File: config.mk
export PLATFORM = sky130hd
export DESIGN_NAME = uart_tx_byte_feeder
export DESIGN_NICKNAME = d
export VERILOG_FILES = /design/src/rtl/uart_tx_byte_feeder_pkg.sv /design/src/rtl/uart_byte_fifo.sv /design/src/rtl/uart_tx_byte_feeder.sv
export SDC_FILE = /design/constraint.sdc
export NUM_CORES = 1
export LEC_CHECK = 0
export ABC_CLOCK_PERIOD_IN_PS = 3100
export CAP_MARGIN = 25
export CORE_MARGIN = 5
export CORE_UTILIZATION = 45
export DETAILED_ROUTE_END_ITERATION = 6
export HOLD_SLACK_MARGIN = 0.15
export PLACE_DENSITY = 0.71
export SLEW_MARGIN = 20
export SYNTH_ARGS = -nofsm -noshare
export SYNTH_HDL_FRONTEND = slang
export SYNTH_SLANG_ARGS = --single-unit
File: constraint.sdc
create_clock -name uart_clk -period 3.1 [get_ports uart_clk]
set_input_delay 0.62 -clock uart_clk [delete_from_list [all_inputs] [get_ports uart_clk]]
set_output_delay 0.62 -clock uart_clk [all_outputs]
set_load 0.02 [all_outputs]
File: src/rtl/uart_tx_byte_feeder_pkg.sv
// Shared types and defaults for the UART byte feeder slice.
package uart_tx_byte_feeder_pkg;

    // Feeder FSM state encodings
    typedef enum logic [1:0] {
        ST_IDLE = 2'd0,
        ST_REQ  = 2'd1,
        ST_BUSY = 2'd2
    } feeder_state_e;

    localparam int DEF_DEPTH       = 16;
    localparam int DEF_ACK_TIMEOUT = 8;

    // Width of a counter that must hold values 0..max_val
    function automatic int cnt_width(input int max_val);
        return (max_val < 2) ? 1 : $clog2(max_val + 1);
    endfunction

endpackage

File: src/rtl/uart_byte_fifo.sv
// Synchronous byte FIFO. Head data is read combinationally; pointers carry
// one extra wrap bit so full and empty are distinguishable.
module uart_byte_fifo #(
    parameter int DEPTH = 16
) (
    input  logic                     uart_clk,
    input  logic                     rstn,
    input  logic                     push,
    input  logic [7:0]               wr_data,
    input  logic                     pop,
    output logic [7:0]               rd_data,
    output logic                     full,
    output logic                     empty,
    output logic [$clog2(DEPTH):0]   level
);
    localparam int AW = $clog2(DEPTH);

    logic [AW:0] wptr;
    logic [AW:0] rptr;
    logic [7:0]  mem [DEPTH];
    logic        push_ok;
    logic        pop_ok;

    assign level   = wptr - rptr;
    assign full    = (level == (AW+1)'(DEPTH));
    assign empty   = (level == '0);
    // full is judged on the current level, so a same-cycle pop never frees room
    assign push_ok = push && !full;
    assign pop_ok  = pop && !empty;
    assign rd_data = mem[rptr[AW-1:0]];

    // Pointer advance; contents are discarded simply by resetting pointers
    always_ff @(posedge uart_clk or negedge rstn) begin
        if (!rstn) begin
            wptr <= '0;
            rptr <= '0;
        end else begin
            if (push_ok) wptr <= wptr + 1'b1;
            if (pop_ok)  rptr <= rptr + 1'b1;
        end
    end

    // Storage write, no reset needed
    always_ff @(posedge uart_clk) begin
        if (push_ok) mem[wptr[AW-1:0]] <= wr_data;
    end

endmodule

File: src/rtl/uart_tx_byte_feeder.sv
// Drains a byte FIFO into the simulation UART transmitter's edge-triggered
// request/data/ack handshake, with ack timeout and overflow reporting.
module uart_tx_byte_feeder
    import uart_tx_byte_feeder_pkg::*;
#(
    parameter int DEPTH       = DEF_DEPTH,
    parameter int ACK_TIMEOUT = DEF_ACK_TIMEOUT
) (
    input  logic                     uart_clk,
    input  logic                     rstn,
    input  logic                     wr_en,
    input  logic [7:0]               wr_data,
    output logic                     full,
    output logic [$clog2(DEPTH):0]   level,
    output logic                     request,
    output logic [7:0]               data,
    input  logic                     ack,
    output logic                     idle,
    output logic                     ovf,
    output logic                     tmo,
    input  logic                     clr_err
);
    localparam int CW = cnt_width(ACK_TIMEOUT - 1);
    localparam logic [CW-1:0] TMO_LAST = CW'(ACK_TIMEOUT - 1);

    feeder_state_e state, state_nx;
    logic          request_nx;
    logic [7:0]    data_nx;
    logic [CW-1:0] cnt, cnt_nx;
    logic          pop;
    logic          tmo_set;
    logic          ovf_set;
    logic          launch_ok;
    logic [7:0]    head;
    logic          empty;

    uart_byte_fifo #(.DEPTH(DEPTH)) u_fifo (
        .uart_clk (uart_clk),
        .rstn     (rstn),
        .push     (wr_en),
        .wr_data  (wr_data),
        .pop      (pop),
        .rd_data  (head),
        .full     (full),
        .empty    (empty),
        .level    (level)
    );

    assign launch_ok = !empty && !ack;
    assign ovf_set   = wr_en && full;
    assign idle      = empty && (state == ST_IDLE) && !ack;

    // Next-state and handshake outputs; a launch always comes from a cycle
    // with request low, so the transmitter sees a fresh rising edge per byte
    always_comb begin
        state_nx   = state;
        request_nx = request;
        data_nx    = data;
        cnt_nx     = cnt;
        pop        = 1'b0;
        tmo_set    = 1'b0;
        case (state)
            ST_IDLE: begin
                if (launch_ok) begin
                    data_nx    = head;
                    pop        = 1'b1;
                    request_nx = 1'b1;
                    cnt_nx     = '0;
                    state_nx   = ST_REQ;
                end
            end
            ST_REQ: begin
                if (ack) begin
                    request_nx = 1'b0;
                    state_nx   = ST_BUSY;
                end else if (cnt == TMO_LAST) begin
                    request_nx = 1'b0;
                    tmo_set    = 1'b1;
                    state_nx   = ST_IDLE;
                end else begin
                    cnt_nx = cnt + 1'b1;
                end
            end
            ST_BUSY: begin
                request_nx = 1'b0;
                if (!ack) begin
                    if (!empty) begin
                        data_nx    = head;
                        pop        = 1'b1;
                        request_nx = 1'b1;
                        cnt_nx     = '0;
                        state_nx   = ST_REQ;
                    end else begin
                        state_nx = ST_IDLE;
                    end
                end
            end
            default: begin
                request_nx = 1'b0;
                state_nx   = ST_IDLE;
            end
        endcase
    end

    // FSM, handshake and timeout counter registers
    always_ff @(posedge uart_clk or negedge rstn) begin
        if (!rstn) begin
            state   <= ST_IDLE;
            request <= 1'b0;
            data    <= 8'h00;
            cnt     <= '0;
        end else begin
            state   <= state_nx;
            request <= request_nx;
            data    <= data_nx;
            cnt     <= cnt_nx;
        end
    end

    // Sticky error flags; a new event outranks a same-cycle clear
    always_ff @(posedge uart_clk or negedge rstn) begin
        if (!rstn) begin
            ovf <= 1'b0;
            tmo <= 1'b0;
        end else begin
            ovf <= (ovf && !clr_err) || ovf_set;
            tmo <= (tmo && !clr_err) || tmo_set;
        end
    end

endmodule

==> Word level (Yosys, flattened, before mapping) <==
Memories as Yosys holds them, arrays and structs flattened.
Cells that the tools add are included.
{ "op_classes": {"n_reduce_logical": 22, "n_addsub": 4, "eq_ne": 10, "n_mux": 29} }
{ "ops": {"columns": ["cell", "count"], "rows": [
  ["2-to-1 mux 8 bit", 3],
  ["one-hot mux 8 bit (2 select lines)", 1],
  ["2-to-1 mux 3 bit", 5],
  ["2-to-1 mux 1 bit", 12],
  ["adder 5 x 1 -> 5 bit, second input constant", 2],
  ["inequality test 2 bit, second input constant", 5],
  ["one-hot mux 3 bit (3 select lines)", 1],
  ["logical AND 1 bit", 8],
  ["2-to-1 mux 2 bit", 4],
  ["one-hot mux 2 bit (3 select lines)", 1],
  ["AND reduction 6 bit", 1],
  ["equality test 5 bit, second input constant", 1],
  ["logical NOT 5 bit", 1],
  ["subtractor 5 bit", 1],
  ["logical NOT 1 bit", 4],
  ["AND reduction 4 bit", 1],
  ["adder 3 x 1 -> 3 bit, second input constant", 1],
  ["equality test 3 bit, second input constant", 1],
  ["inequality test 3 bit, second input constant", 1],
  ["one-hot mux 1 bit (3 select lines)", 1],
  ["AND reduction 3 bit", 1],
  ["nonzero test 3 bit", 1],
  ["equality test 2 x 1 -> 1 bit, second input constant", 1],
  ["equality test 2 bit, second input constant", 1],
  ["other kinds (5)", 6]
]} }
{ "totals": {"memories": 1, "regBits": 26, "elab_cells": 74, "ramBits": 128, "input_bits": 13, "out_inout_bits": 18} }
{ "mem_list": {"columns": ["memory", "depth", "width", "rd", "rd_clocked_by_memory_dff", "write_ports", "line", "source"], "rows": [
  ["u_fifo.mem", 16, 8, 1, 0, 1, "uart_byte_fifo.sv:20", "logic [7:0] mem [DEPTH];"]
]} }

==> Logic depth before layout (Yosys ltp) <==
{ "depth": {"word_depth": 7, "mapped_depth": 10, "ltp_nobuf": 9} }

==> By module <==
From an unflattened synthesis, not the netlist that was laid out.
{ "hier_totals": {"cells_unflattened": 361, "hier_area_um2": 6379.9} }
{ "modules_own_cells": {"columns": ["mod", "cells_per_inst", "n_inst", "area_each_um2", "seq_area_each_um2"], "rows": [
  ["uart_byte_fifo", 307, 1, 5683.0, 4093.9],
  ["uart_tx_byte_feeder", 54, 1, 696.9, 400.4]
]} }

==> Worst setup path after synthesis <==
No wires, ideal clock.
{ "synth_path": {"path_kind": "register -> output", "start": "register u_fifo.rptr[1]", "end": "output port idle", "required_ns": 2.480, "n_path_buf": 2, "setup_slack_ns": -0.427, "stages_incl_launch_ff": 9, "arrival_time_ns": 2.907, "cell_sequence": "dfrtp_1 -> buf_2 -> buf_1 -> inv_1 -> fa_1 -> nand3b_1 -> a211o_1 -> a2bb2o_4 -> nor4_1"} }
{ "synth_between": {"elab_chain_cells": 4} }
{ "synth_rtl": {"columns": ["item", "line", "source"], "rows": [
  ["from (decl)", "uart_byte_fifo.sv:19", "logic [AW:0] rptr;"],
  ["from (signal assigned)", "uart_byte_fifo.sv:39", "if (pop_ok) rptr <= rptr + 1'b1;"],
  ["subtractor 5 bit", "uart_byte_fifo.sv:24", "assign level = wptr - rptr;"],
  ["named net level[1]", "uart_tx_byte_feeder.sv:14", "output logic [$clog2(DEPTH):0] level,"],
  ["logical NOT 5 bit", "uart_byte_fifo.sv:26", "assign empty = (level == '0);"],
  ["logical AND 1 bit (2 in series)", "uart_tx_byte_feeder.sv:51", "assign idle = empty && (state == ST_IDLE) && !ack;"],
  ["to (decl)", "uart_tx_byte_feeder.sv:18", "output logic idle,"]
]} }
The timed path passes the listed nets, and every way through them passes these cells.

==> Final worst setup path <==
{ "layout_path": {"start": "register u_fifo.rptr[0]", "end": "output port idle"} }
{ "layout_between": {"elab_chain_cells": 4} }
{ "layout_rtl": {"columns": ["item", "line"], "rows": [
  ["subtractor 5 bit", "uart_byte_fifo.sv:24"],
  ["logical NOT 5 bit", "uart_byte_fifo.sv:26"],
  ["logical AND 1 bit (2 in series)", "uart_tx_byte_feeder.sv:51"]
]} }
Every way passes these cells.

==> metrics.md <==
| Metric | Value |
|---|---|
| Status | `finished, violations left` |
| Violated checks | `setup timing` |
| First-pass GRT wire length | `19690 um` |
| Die height | `128.7 um` |
| Ys async rst share | `16.88%` |
| Nets | `420` |
| Synth Flop Type | `edfxtp_1` |
| Data arrival time of the worst path | `2.50 ns` |
| Critical Path RT | `2.48 ns` |
| Hold Crit Class | `reg -> reg` |
| Lkg Pwr | `2.788 nW` |
| Num ports | `31` |
| Final core occ | `55.15%` |
| Clock skew | `0.006142 ns` |
| Port bufs | `30` |
| Worst Max-Slew Pin Slew | `0.8583 ns` |
| Reg clk slew, reported paths | `0.06 ns` |
| Area of the core | `0.01388 sq mm` |
| Total CTS buffers | `17` |
| Avg Cell Area, Syn | `19.00 sq um` |
| Number of global-route vias before repair | `3425` |
| Ys Warns | `0` |
| Slowest-stage cell, CP | `fa_2` |
| Peak Freq | `320.7 MHz` |
| Synthesized area | `0.006345 sq mm` |
| Sequential area share after synthesis | `70.83%` |
| Final WL | `12420 um` |
| Post-layout minimum cycle time | `3.118 ns` |
| CP peak stage delay | `0.44 ns` |
| H-Tree Depth | `4` |
| Gpl congestion | `0.7799` |
| Hold Vio Cnt, Final | `0` |
| Die W | `128.7 um` |
| Initial antenna violation count | `0` |
| Critical-path maximum fanout | `3` |
| Post-synth EDFFs | `128` |
| R2R depth | `11` |
| ANT cells | `0` |
| Rel. slew slack | `42.57%` |
| GRT Util Overall | `16.20%` |
| CTS Root Cell | `clkbuf_16` |
| Row count | `43` |
| Vias | `3266` |
| Distinct cells, synth | `44` |
| Die Footprint | `0.01657 sq mm` |
| GR Overflow Total | `0` |
| Nets in the synthesized netlist | `359` |
| Worst hold stages | `2` |
| Element type at the critical path end | `primary output` |
| Crit path cell chain | `ha_4, inv_2, fa_2, nand3b_1, a211o_1, a2bb2o_4, nor4_4, buf_4` |
| Clk_lat worst skew | `0.41 ns` |
| Clk sinks | `154` |
| CTS tree | `done` |
| Drt drc | `0` |
| Starting density of the core | `45.71%` |
| Final WS setup | `-0.01804 ns` |
| Crit Path Class | `reg -> out` |
| Hold Slack | `0.4830 ns` |
| Max Transition Viols Final | `0` |
| Number of nets with antenna violations after routing | `0` |
| WL per Instance | `21.12 um` |
| Final Cell Area | `0.007655 sq mm` |
| Pin count of the biggest net entering global routing | `36` |
| Layout cell share with drive strength beyond 1 | `26.47%` |
| RSZ-0062 raised after global routing | `yes` |
| Final setup fails | `1` |
| Dpl hpwl | `7804 um` |
| Vias per cell | `5.554` |
| Placed inst area | `0.006970 sq mm` |
| First-pass DRT Iterations | `4` |
| Synthesized instance count | `334` |
| Max-Cap Viols | `0` |
| Post-route setup TNS | `-0.01804 ns` |
| Layout area overhead | `20.65%` |
| Pwr/cell area | `1041 mW/mm^2` |
| Initial drt markers | `330` |
| Clock Path Buffers | `2` |
| CP startpoint kind | `register` |
| Worst vdd rail ir drop | `0.0005241 V` |
| Final period utilization | `100.6%` |
| #FFs+latches synth | `154` |
==> per-stage QoR <==
step	cells	power, W	worst slack [ns]
detailed placement	556	0.005729	-0.1183
global placement	556	0.005647	-0.05663
CTS	588	0.008041	-0.08334
floorplan	334	0.004715	0.03450
global route	588	0.008384	-0.09690
finish	588	0.007970	-0.01804
==> final timing paths <==
check | startpoint | end | slack (ns)
max | u_fifo.rptr[0] | idle | -0.02
max reg2reg | u_fifo.wptr[0] | u_fifo.mem[6][6] | 0.19
min reg2reg | request | request | 0.48
min in group asynchronous | rstn | u_fifo.rptr[0] | 0.59
max in group asynchronous | rstn | u_fifo.rptr[0] | 2.21
min | request | request | 0.48
==> where the power goes <==
part	total, W	internal, W	switching [W]
registers	0.00275	0.00259	0.000155
clock network	0.00227	0.00150	0.000773
logic	0.00295	0.00140	0.00155
total	0.00797	0.00549	0.00248
==> cells by family after synthesis <==
| kind of cell | Yosys count | synth area share, % |
|---|---|---|
| buf+inv | 20 | 1.913 |
| compound gates | 30 | 3.865 |
| fa+ha+maj | 12 | 2.485 |
| mux | 42 | 13.61 |
| simple gates | 64 | 5.640 |
| xor+xnor | 12 | 1.656 |
| flops | 154 | 70.83 |
==> layer usage <==
metal	vias to the layer above	share of wire (%)	GRT usage, %
li1	1470	-	-
met1	1696	41	21.35
met2	83	52	26.77
met3	17	6.0	3.404
met4	0	1.6	5.930
met5	-	0	0
==> worst max-delay path, delay by kind of cell, from the launching register on <==
family          cells  cell delay, ns
simple gates        2            0.30
buf+inv             2            0.23
flops               1            0.42
compound gates      2            0.53
fa+ha+maj           2            0.61
==> cell usage after synthesis, drive strengths merged (5+ instances only) <==
cell      n  area (sq um)
edfxtp  128          3844
mux4     32         747.0
dfrtp    26         650.6
and3     19         126.4
nand2    18         75.07
a22oi    16         120.1
ha       11         137.6
mux2     10         116.4
inv       9         33.78
nor2      9         33.78
buf       8         76.31
xor2      7         61.31
xnor2     5         43.79
==> layout make-up <==
class	instances	area [sq um]
clock inverters	14	225.2
multi-input cells	160	1769
repair buffers	53	476.7
clock buffers	18	429.2
well taps	180	225.2
flip-flops and latches	154	4496
inverters	9	33.78
fillers	1077	6226
==> registers in the layout, summed over array words and instances, names as in the netlist <==
signal,flops
state,2
tmo,1
u_fifo.mem,128
request,1
data,8
u_fifo.rptr,5
cnt,3
ovf,1
u_fifo.wptr,5
==> timing repair <==
action                     4_1_cts  5_1_grt
gates resized for setup         16        4
setup endpoints to repair        2        4
buffers inserted                 0        0
pin swaps                        3        6
hold buffers                     0        0
==> layout by cell type, fill, tap and decap left out, types with 9 or more instances in the layout <==
master           count
clkdlybuf4s50_1     26
edfxtp_1           128
nor2_1               9
nand2_1             17
buf_4               24
a22oi_1             16
and3_1              13
ha_1                10
dfrtp_1             25
clkbuf_16           17
mux2_2               9
mux4_2              25
No activity file was read; power rests on OpenSTA's default activity.
